`src/rtl/pong_pkg.sv`:
```
// Shared definitions for the pong game-flow controller and its helpers.
//   - state_t      : controller state encodings (also reported on state_o)
//   - BCD_*        : widths/limits of the two-digit BCD score
//   - DEFAULT_WIN_SCORE : default points-to-win, also used by the text
//                    overlay for its "WIN" display
//   - to_bcd()     : constant conversion of a 0..99 integer to two BCD digits
package pong_pkg;

  typedef enum logic [2:0] {
    ST_IDLE  = 3'd0,
    ST_SERVE = 3'd1,
    ST_PLAY  = 3'd2,
    ST_POINT = 3'd3,
    ST_OVER  = 3'd4,
    ST_PAUSE = 3'd5
  } state_t;

  localparam int BCD_DIGIT_W = 4;
  localparam int BCD_W       = 2 * BCD_DIGIT_W;
  localparam logic [BCD_W-1:0] BCD_MAX = 8'h99;

  localparam int DEFAULT_WIN_SCORE = 9;

  function automatic logic [BCD_W-1:0] to_bcd(input int unsigned v);
    logic [BCD_DIGIT_W-1:0] tens;
    logic [BCD_DIGIT_W-1:0] units;
    tens  = BCD_DIGIT_W'((v / 10) % 10);
    units = BCD_DIGIT_W'(v % 10);
    return {tens, units};
  endfunction

endpackage

```
`src/rtl/pong_game_ctrl_bcd_counter2.sv`:
```
// Two-digit BCD up-counter used for one player's score.
// Ports:
//   clk      : system clock
//   reset_i  : synchronous active-high reset, count -> 00
//   clr_i    : synchronous clear, count -> 00 (wins over inc_i)
//   inc_i    : add one; units 9 wraps to 0 and carries into tens; 99 holds
//   count_o  : {tens, units} BCD value
module bcd_counter2
  import pong_pkg::*;
(
  input  logic             clk,
  input  logic             reset_i,
  input  logic             clr_i,
  input  logic             inc_i,
  output logic [BCD_W-1:0] count_o
);

  logic [BCD_DIGIT_W-1:0] tens_q, tens_d;
  logic [BCD_DIGIT_W-1:0] units_q, units_d;

  always_comb begin
    tens_d  = tens_q;
    units_d = units_q;
    if (clr_i) begin
      tens_d  = '0;
      units_d = '0;
    end else if (inc_i && ({tens_q, units_q} != BCD_MAX)) begin
      if (units_q == 4'd9) begin
        units_d = '0;
        tens_d  = tens_q + 4'd1;
      end else begin
        units_d = units_q + 4'd1;
      end
    end
  end

  always_ff @(posedge clk) begin
    if (reset_i) begin
      tens_q  <= '0;
      units_q <= '0;
    end else begin
      tens_q  <= tens_d;
      units_q <= units_d;
    end
  end

  assign count_o = {tens_q, units_q};

endmodule

```
`src/rtl/pong_game_ctrl.sv`:
```
// Game-flow controller for two-player pong: IDLE -> SERVE -> PLAY -> POINT
// -> (SERVE | OVER) -> IDLE, with BCD scoring, a frame-timed serve delay and
// a frame-timed game-over hold.
// Optional build macro PONG_PAUSE_EN adds a PAUSE state (encoding 5) entered
// and left from PLAY by the btn1[1] & btn2[1] chord.
// Ports:
//   clk, reset            : clock, synchronous active-high reset
//   frame_tick            : one-cycle pulse per video frame (paces timers)
//   btn1, btn2            : debounced player buttons
//   miss_left, miss_right : one-cycle miss pulses from the graphics unit
//   graph_still           : freeze ball motion (low only while playing)
//   ball_reset            : one-cycle recentre pulse, first cycle of SERVE
//   serve_dir             : 0 = serve toward left, 1 = toward right
//   left_score, right_score : BCD scores
//   game_over, winner     : game-over flag and winning side (0 left, 1 right)
//   state_o               : current state encoding
module pong_game_ctrl
  import pong_pkg::*;
#(
  parameter int WIN_SCORE    = DEFAULT_WIN_SCORE,
  parameter int SERVE_FRAMES = 60,
  parameter int OVER_FRAMES  = 180,
  parameter int TW           = 10
) (
  input  logic       clk,
  input  logic       reset,
  input  logic       frame_tick,
  input  logic [1:0] btn1,
  input  logic [1:0] btn2,
  input  logic       miss_left,
  input  logic       miss_right,
  output logic       graph_still,
  output logic       ball_reset,
  output logic       serve_dir,
  output logic [7:0] left_score,
  output logic [7:0] right_score,
  output logic       game_over,
  output logic       winner,
  output logic [2:0] state_o
);

  localparam logic [BCD_W-1:0] WIN_BCD    = to_bcd(WIN_SCORE);
  localparam logic [TW-1:0]    SERVE_LAST = TW'(SERVE_FRAMES - 1);
  localparam logic [TW-1:0]    OVER_LAST  = TW'(OVER_FRAMES - 1);

  state_t          state_q, state_d;
  logic [TW-1:0]   timer_q, timer_d;
  logic            serve_dir_q, serve_dir_d;
  logic            winner_q, winner_d;
  logic            ball_reset_q, ball_reset_d;
  logic            clr_scores, inc_left, inc_right;
  logic [BCD_W-1:0] left_bcd, right_bcd;
  logic            any_btn;

  assign any_btn = (|btn1) | (|btn2);

`ifdef PONG_PAUSE_EN
  // armed_q is set once every button is released inside PAUSE, so the chord
  // that entered PAUSE cannot immediately leave it again.
  logic chord;
  logic armed_q, armed_d;
  assign chord = btn1[1] & btn2[1];
`endif

  always_comb begin
    state_d      = state_q;
    timer_d      = timer_q;
    serve_dir_d  = serve_dir_q;
    winner_d     = winner_q;
    ball_reset_d = 1'b0;
    clr_scores   = 1'b0;
    inc_left     = 1'b0;
    inc_right    = 1'b0;
`ifdef PONG_PAUSE_EN
    armed_d      = armed_q;
`endif
    case (state_q)
      ST_IDLE: begin
        if (any_btn) begin
          state_d      = ST_SERVE;
          ball_reset_d = 1'b1;
          clr_scores   = 1'b1;
          timer_d      = '0;
          serve_dir_d  = 1'b0;
          winner_d     = 1'b0;
        end
      end
      ST_SERVE: begin
        if (frame_tick) begin
          if (timer_q == SERVE_LAST) begin
            state_d = ST_PLAY;
            timer_d = '0;
          end else begin
            timer_d = timer_q + TW'(1);
          end
        end
      end
      ST_PLAY: begin
        // A miss takes priority over anything else seen in the same cycle.
        if (miss_left || miss_right) begin
          state_d = ST_POINT;
          if (miss_left && miss_right) begin
            serve_dir_d = ~serve_dir_q;
          end else if (miss_right) begin
            inc_left    = 1'b1;
            serve_dir_d = 1'b1;
          end else begin
            inc_right   = 1'b1;
            serve_dir_d = 1'b0;
          end
        end
`ifdef PONG_PAUSE_EN
        else if (chord) begin
          state_d = ST_PAUSE;
          armed_d = 1'b0;
        end
`endif
      end
      ST_POINT: begin
        // Scores were updated on entry, so they already reflect this point.
        timer_d = '0;
        if (left_bcd == WIN_BCD) begin
          state_d  = ST_OVER;
          winner_d = 1'b0;
        end else if (right_bcd == WIN_BCD) begin
          state_d  = ST_OVER;
          winner_d = 1'b1;
        end else begin
          state_d      = ST_SERVE;
          ball_reset_d = 1'b1;
        end
      end
      ST_OVER: begin
        if (frame_tick) begin
          if (timer_q == OVER_LAST) begin
            state_d = ST_IDLE;
            timer_d = '0;
          end else begin
            timer_d = timer_q + TW'(1);
          end
        end
      end
`ifdef PONG_PAUSE_EN
      ST_PAUSE: begin
        if (!any_btn) begin
          armed_d = 1'b1;
        end else if (armed_q && chord) begin
          state_d = ST_PLAY;
        end
      end
`endif
      default: begin
        state_d = ST_IDLE;
        timer_d = '0;
      end
    endcase
  end

  always_ff @(posedge clk) begin
    if (reset) begin
      state_q      <= ST_IDLE;
      timer_q      <= '0;
      serve_dir_q  <= 1'b0;
      winner_q     <= 1'b0;
      ball_reset_q <= 1'b0;
`ifdef PONG_PAUSE_EN
      armed_q      <= 1'b0;
`endif
    end else begin
      state_q      <= state_d;
      timer_q      <= timer_d;
      serve_dir_q  <= serve_dir_d;
      winner_q     <= winner_d;
      ball_reset_q <= ball_reset_d;
`ifdef PONG_PAUSE_EN
      armed_q      <= armed_d;
`endif
    end
  end

  bcd_counter2 u_left_score (
    .clk     (clk),
    .reset_i (reset),
    .clr_i   (clr_scores),
    .inc_i   (inc_left),
    .count_o (left_bcd)
  );

  bcd_counter2 u_right_score (
    .clk     (clk),
    .reset_i (reset),
    .clr_i   (clr_scores),
    .inc_i   (inc_right),
    .count_o (right_bcd)
  );

  assign graph_still = (state_q != ST_PLAY);
  assign ball_reset  = ball_reset_q;
  assign serve_dir   = serve_dir_q;
  assign left_score  = left_bcd;
  assign right_score = right_bcd;
  assign game_over   = (state_q == ST_OVER);
  assign winner      = winner_q;
  assign state_o     = state_q;

endmodule

```
`config.mk`:
```
export PLATFORM = sky130hd
export DESIGN_NAME = pong_game_ctrl
export DESIGN_NICKNAME = d
export VERILOG_FILES = /design/src/rtl/pong_pkg.sv /design/src/rtl/pong_game_ctrl_bcd_counter2.sv /design/src/rtl/pong_game_ctrl.sv
export SDC_FILE = /design/constraint.sdc
export NUM_CORES = 1
export LEC_CHECK = 0
export ABC_CLOCK_PERIOD_IN_PS = 2660
export CORE_MARGIN = 1.5
export CORE_UTILIZATION = 25
export DETAILED_ROUTE_END_ITERATION = 7
export GPL_TIMING_DRIVEN = 0
export PLACE_DENSITY = 0.5
export SLEW_MARGIN = 30
export SYNTH_ARGS = -nofsm -noshare
export SYNTH_HDL_FRONTEND = slang
export SYNTH_SLANG_ARGS = --single-unit
```
`constraint.sdc`:
```
create_clock -name clk -period 2.66 [get_ports clk]
set_input_delay 0.665 -clock clk [delete_from_list [all_inputs] [get_ports clk]]
set_output_delay 0.665 -clock clk [all_outputs]
set_load 0.005 [all_outputs]
```
# == After elaboration in Yosys (flattened, before gate mapping) ==
# Cells that the tools add are included.
# classes
add_sub_neg,5
eq_ne,20
mux,37
bitwise,3
reduce_logical,16
# op_table
operator,n
$mux 10,5
$pmux 10 s4,1
$mux 3,8
$mux 1,17
$add 4x1->4 const B,4
$eq 8x4->1 const B,2
$ne 8x8->1 const B,2
$pmux 3 s5,1
$add 10x1->10 const B,1
$eq 10x6->1 const B,1
$eq 10x8->1 const B,1
$ne 2x2->1 const B,5
$eq 4x4->1 const B,2
$mux 4,2
$eq 3x2->1 const B,2
$pmux 1 s2,3
$reduce_and 3->1,2
$reduce_and 6->1,1
$reduce_or 2->1,3
$reduce_and 2->1,2
$reduce_and 4->1,1
$reduce_bool 2->1,2
$eq 3x1->1 const B,1
$eq 3x3->1 const B,1
other kinds (8),11
# totals
reg_bits,32
inputBits,9
output_inout_bits,24

# == Depth between registers and ports, before layout ==
# logic_depth
depth_word,6
depth_mapped,7
mapped_depth_nobuf,7

# == Cells and area by module ==
# Synthesis repeated with hierarchy kept, for this count alone.
# hier_totals
hier_cells,226
area_unflattened_um2,1845.5
# by_module_without_submodules
mod,instances,cells_each,area_per_inst_um2,seq_area_each_um2
pong_game_ctrl,1,130,1009.7,320.3
bcd_counter2,2,48,417.9,160.2

# == Worst setup path after synthesis ==
# Ideal clock, no wire load.
# synth_path
path_type,input to register
from,input port btn1[1]
to,register timer_q[6]
arrival_ns,1.669
t_required_ns,2.538
path_slack_ns,0.869
path_stages,5
path_buffers,0
path_cell_list,nor4_1 o21ai_1 o21ai_2 nor2_4 a221o_1
# synth_via
elab_chain_cells,4
# synth_rtl
element,line_no,text
from (decl),pong_game_ctrl.sv:28,"input logic [1:0] btn1,"
$reduce_or 2->1,pong_game_ctrl.sv:55,assign any_btn = (|btn1) | (|btn2);
$or 1x1->1,pong_game_ctrl.sv:55,
$ne 2x2->1 (no line),--,
$reduce_and 4->1 (no line),--,
to (signal assigned),pong_game_ctrl.sv:171,timer_q <= timer_d;
to (decl),pong_game_ctrl.sv:47,"logic [TW-1:0] timer_q, timer_d;"
# Every way passes these cells.
# A chain may end at the register's enable or synchronous reset.

# == Worst setup path in the final report ==
# layout_path
from,"register state_q[0], in the netlist state_o[0]"
to,output port graph_still
# layout_via
elab_chain_cells,1
# layout_rtl
element,line_no,text
from (decl),pong_game_ctrl.sv:46,"state_t state_q, state_d;"
from (signal assigned),pong_game_ctrl.sv:170,state_q <= state_d;
$ne 3x2->1,pong_game_ctrl.sv:197,assign graph_still = (state_q != ST_PLAY);
to (decl),pong_game_ctrl.sv:32,"output logic graph_still,"
# Every way passes these cells.

==> impl_summary.md <==
Run status
The flow ran to the end, and the final reports show no timing, DRC or antenna violations.

Pwr
The maximum vdd ir drop is 0.000196 V. Internal power comes to 1.07 mW. The combinational share of power is 38.3%.

The sequential power share is 34.1%. The sum of internal, switching and leakage power is 1.69 mW. The analysis attributes to net switching a power of 622 uW.

The leakage dissipation is 0.780 nW. The net switching share of the total power is 36.7%. Power spread over the standard cell area amounts to 721 mW/mm^2. The part of the total power dissipated in the clock network is 27.6%.

Cells and area
With fillers left out, the area of the finished cells amounts to 0.00235 sq mm. In the final layout, the multi-input gates occupy 0.00110 sq mm. Registers take 641 sq um. The layout has 724 filler cells. Once layout is complete, the cells apart from fillers number 348.

The ratio of cells with drive above 1 in the final layout is 8.73%. Compared with the post-synthesis result, the final layout area differs by 30.4%. The number of nets in the layout is 267. The total inserted antenna cells is 0.

Yosys
The netlist uses 52 different library cells. The synthesized area per cell is 8.50 sq um. The cell area that synthesis handed to floorplanning was 0.00180 sq mm.

Among all flip-flop cells after synthesis, the most frequent one is dfxtp_1. The async set or reset register ratio after synthesis is 0%. The number of nets handed over by synthesis was 228. In the post-synthesis netlist, the biggest area contributors are dfxtp_1, ha_1, nor2_1, nand2_1, nand3_1. Yosys printed 0 warnings. Synthesis inferred 32 register bits. The sequential element share of the synthesized area is 35.6%.

Synthesis handed over a netlist of 212 instances. In this run, synthesis inferred 0 flip-flops with an integrated enable. The area fraction of the dominant cell type after synthesis is 35.6%. The leading area contributor after synthesis is dfxtp_1.

Clock network
The post-CTS setup buffer count is 0. The clock passes through at most 2 buffers. The buffer cell driving the clock tree root is clkbuf_8. TritonCTS built the clock tree.

The CTS buffer count is 5. For the worst-skew pair, the clock arrives at the later sink with an insertion delay of 290 ps. Counting every sink on the clock net gives 32. The H-tree was split into 2 levels. The number of buffers added to fix hold violations after cts is 0. The post-CTS clock slew at the launch and capture registers of the worst setup and hold paths is 70 ps. Gates resized during post-CTS repair numbered 0.

Timing
The shortest period the worst path allows is 2370 ps. At the pin with the least slew margin, the transition time is 562 ps. Setup repair after global routing left no endpoint under its margin. The final period utilization is 89.2%. The number of setup violations in the final report is 0.

The count of pins over their slew limit came to 0. Headroom to the max-slew limit came out at 62.1%. The maximum clock frequency is 0.421 GHz. The clock tree skew after final layout is 8.33 ps. The number of failing hold endpoints at the final stage is 0. The final worst-path setup slack is 287 ps. In the final timing run, aggregate negative setup slack is 0 ps.

Setup path
The critical path arrival is 1710 ps. Along the worst path, the maximum fanout reaches 8. The register-to-register setup slack is 830 ps. For the worst flop-to-flop path, the logic depth is 5.

The element type at the critical path end is an output pin. The critical path goes through nor2_4 -> and2_4 -> inv_4 -> clkdlybuf4s50_1. The standard cell with the maximum stage delay on the critical path is dfxtp_1. On the worst path, the slowest cell contributes a delay of 530 ps.

The critical path in this run is classified as reg -> out. STA puts the critical path data required time at 2000 ps. STA classifies the critical path startpoint as a flop.

Floorplan
The initial core utilization is 26.2%. The standard cell core area is 0.00687 sq mm. The total number of placement rows is 30.

The die span in x is 87.9 um. The total die area is 0.00773 sq mm. The I/O pin count is 33. The height of the die is 87.9 um.

Placement
After legalization and detailed placement, the total HPWL measured 3110 um. The last weighted congestion value of the routability-driven placer is 0.777. The total of buffers placed on input and output ports is 32. The placed cell area is 0.00224 sq mm. The total instance count after detailed placement is 340. The post-placement worst setup slack is 154 ps.

GRT
The initial antenna violation count is 0. The global-route wire length before repair is 6960 um. Entering global routing, the biggest net connects 11 pins. The global-route usage over all layers is 11.6%. The number of global-route vias before repair was 1517. The overall overflow remaining after global route is 0.

Drt
The detailed-route DRC error count is 0. The number of optimization iterations in the first detailed-route pass is 4. Once detail routing completed, the nets flagged for antenna violations numbered 0. In the final routed layout, each cell accounts on average for 11.7 um.

After detailed routing, the total wire length is 4070 um. The overall via count from detail_route is 1578. In the routed layout, each cell is associated on average with a via count of 4.53. After the first detailed-routing iteration, the DRC count stood at 61.

Job
The max capacitance violation total is 0.

Hold path
The number of cells on the worst hold path is 2. The worst min-delay path class is reg -> reg.
cells in the mapped netlist (2+ instances only):
master	n
nor3_1	2
nor2_4	4
o21ai_0	9
a22o_1	4
xor2_1	5
nand2_1	20
mux2i_1	2
and3b_1	2
nor4b_4	2
xnor2_1	4
and3_1	3
dfxtp_1	32
clkbuf_1	5
nand3_1	15
nor3b_1	2
o22ai_1	2
nor4bb_1	2
nand4_1	4
nand2b_1	6
nand2_2	2
or3_1	2
a21oi_1	6
nor2_1	23
inv_1	9
ha_1	7
a31oi_1	6
nor2b_1	5
or4_1	2
a221o_1	2
cell families (layout without fill, tap and decap cells):
kind of cell,after synthesis,in the layout,synth area share (%)
xor gates and xnor gates,9,9,4.37
DFF,32,32,35.6
buffers and inverters,15,55,3.26
muxes,3,3,1.74
adders and majority gates,7,7,4.86
and+or+nand+nor,104,104,33.8
AOI/OAI and AO/OA,42,42,16.5
critical path: cells and delay by family, from the launching register on:
kind,cells,cell delay (ps)
simple gates,2,240
flops,1,530
buf+inv,2,640
final cells by class:
cell class	instances	area share (%)
Multi-Input combinational cell	165	46.9
Sequential cell	32	27.3
Timing Repair Buffer	32	13.6
Tap cell	96	5.11
Clock buffer	6	3.09
Inverter	10	1.70
Clock inverter	2	1.49
Buffer	5	0.799
metrics by stage:
step	hold WS, ps	utilization, %
after floorplan	469	-
after global placement	480	32.6
after detailed placement	492	32.6
after CTS	502	34.2
after global routing	537	34.2
final	503	34.2
power groups by stage:
| stage | registers (mW) | clock network (mW) | logic, mW |
|---|---|---|---|
| floorplan | 0.580 | 0 | 0.452 |
| global route | 0.585 | 0.493 | 0.729 |
| detailed placement | 0.589 | 0 | 0.653 |
| global placement | 0.589 | 0 | 0.653 |
| CTS | 0.578 | 0.483 | 0.655 |
| finish | 0.578 | 0.467 | 0.648 |
final timing paths:
kind                                               from                                    to
hold / removal                   serve_dir$_SDFFE_PP0P_                serve_dir$_SDFFE_PP0P_
setup / recovery                state_o[0]$_SDFFE_PP0P_                           graph_still
hold reg to reg                  serve_dir$_SDFFE_PP0P_                serve_dir$_SDFFE_PP0P_
setup reg to reg  u_right_score.units_q[3]$_SDFFE_PP0N_  u_right_score.tens_q[3]$_SDFFE_PP0P_
layer usage:
layer  wire, um  part of all wire [%]  GRT usage, %
met2       1870                    46          18.1
met5          0                     0             0
met1       1920                    47          15.1
met4         62                   1.5          4.33
met3        220                   5.4          3.49
registers in the layout, indices dropped and copies added, names as in the netlist:
| name | count |
|---|---|
| winner | 1 |
| u_right_score.units_q | 4 |
| ball_reset | 1 |
| u_right_score.tens_q | 4 |
| u_left_score.units_q | 4 |
| serve_dir | 1 |
| u_left_score.tens_q | 4 |
| state_o | 3 |
| timer_q | 10 |
cell usage in the layout (no fill, tap or decap), drive strengths merged, types with 7 or more instances in the layout:
cell type / instances
nor2: 27
clkdlybuf4s50: 32
dfxtp: 32
nand3: 15
o21ai: 11
clkbuf: 11
inv: 10
nand2: 22
ha: 7
Note: power is estimated with default switching activity, not from simulation.
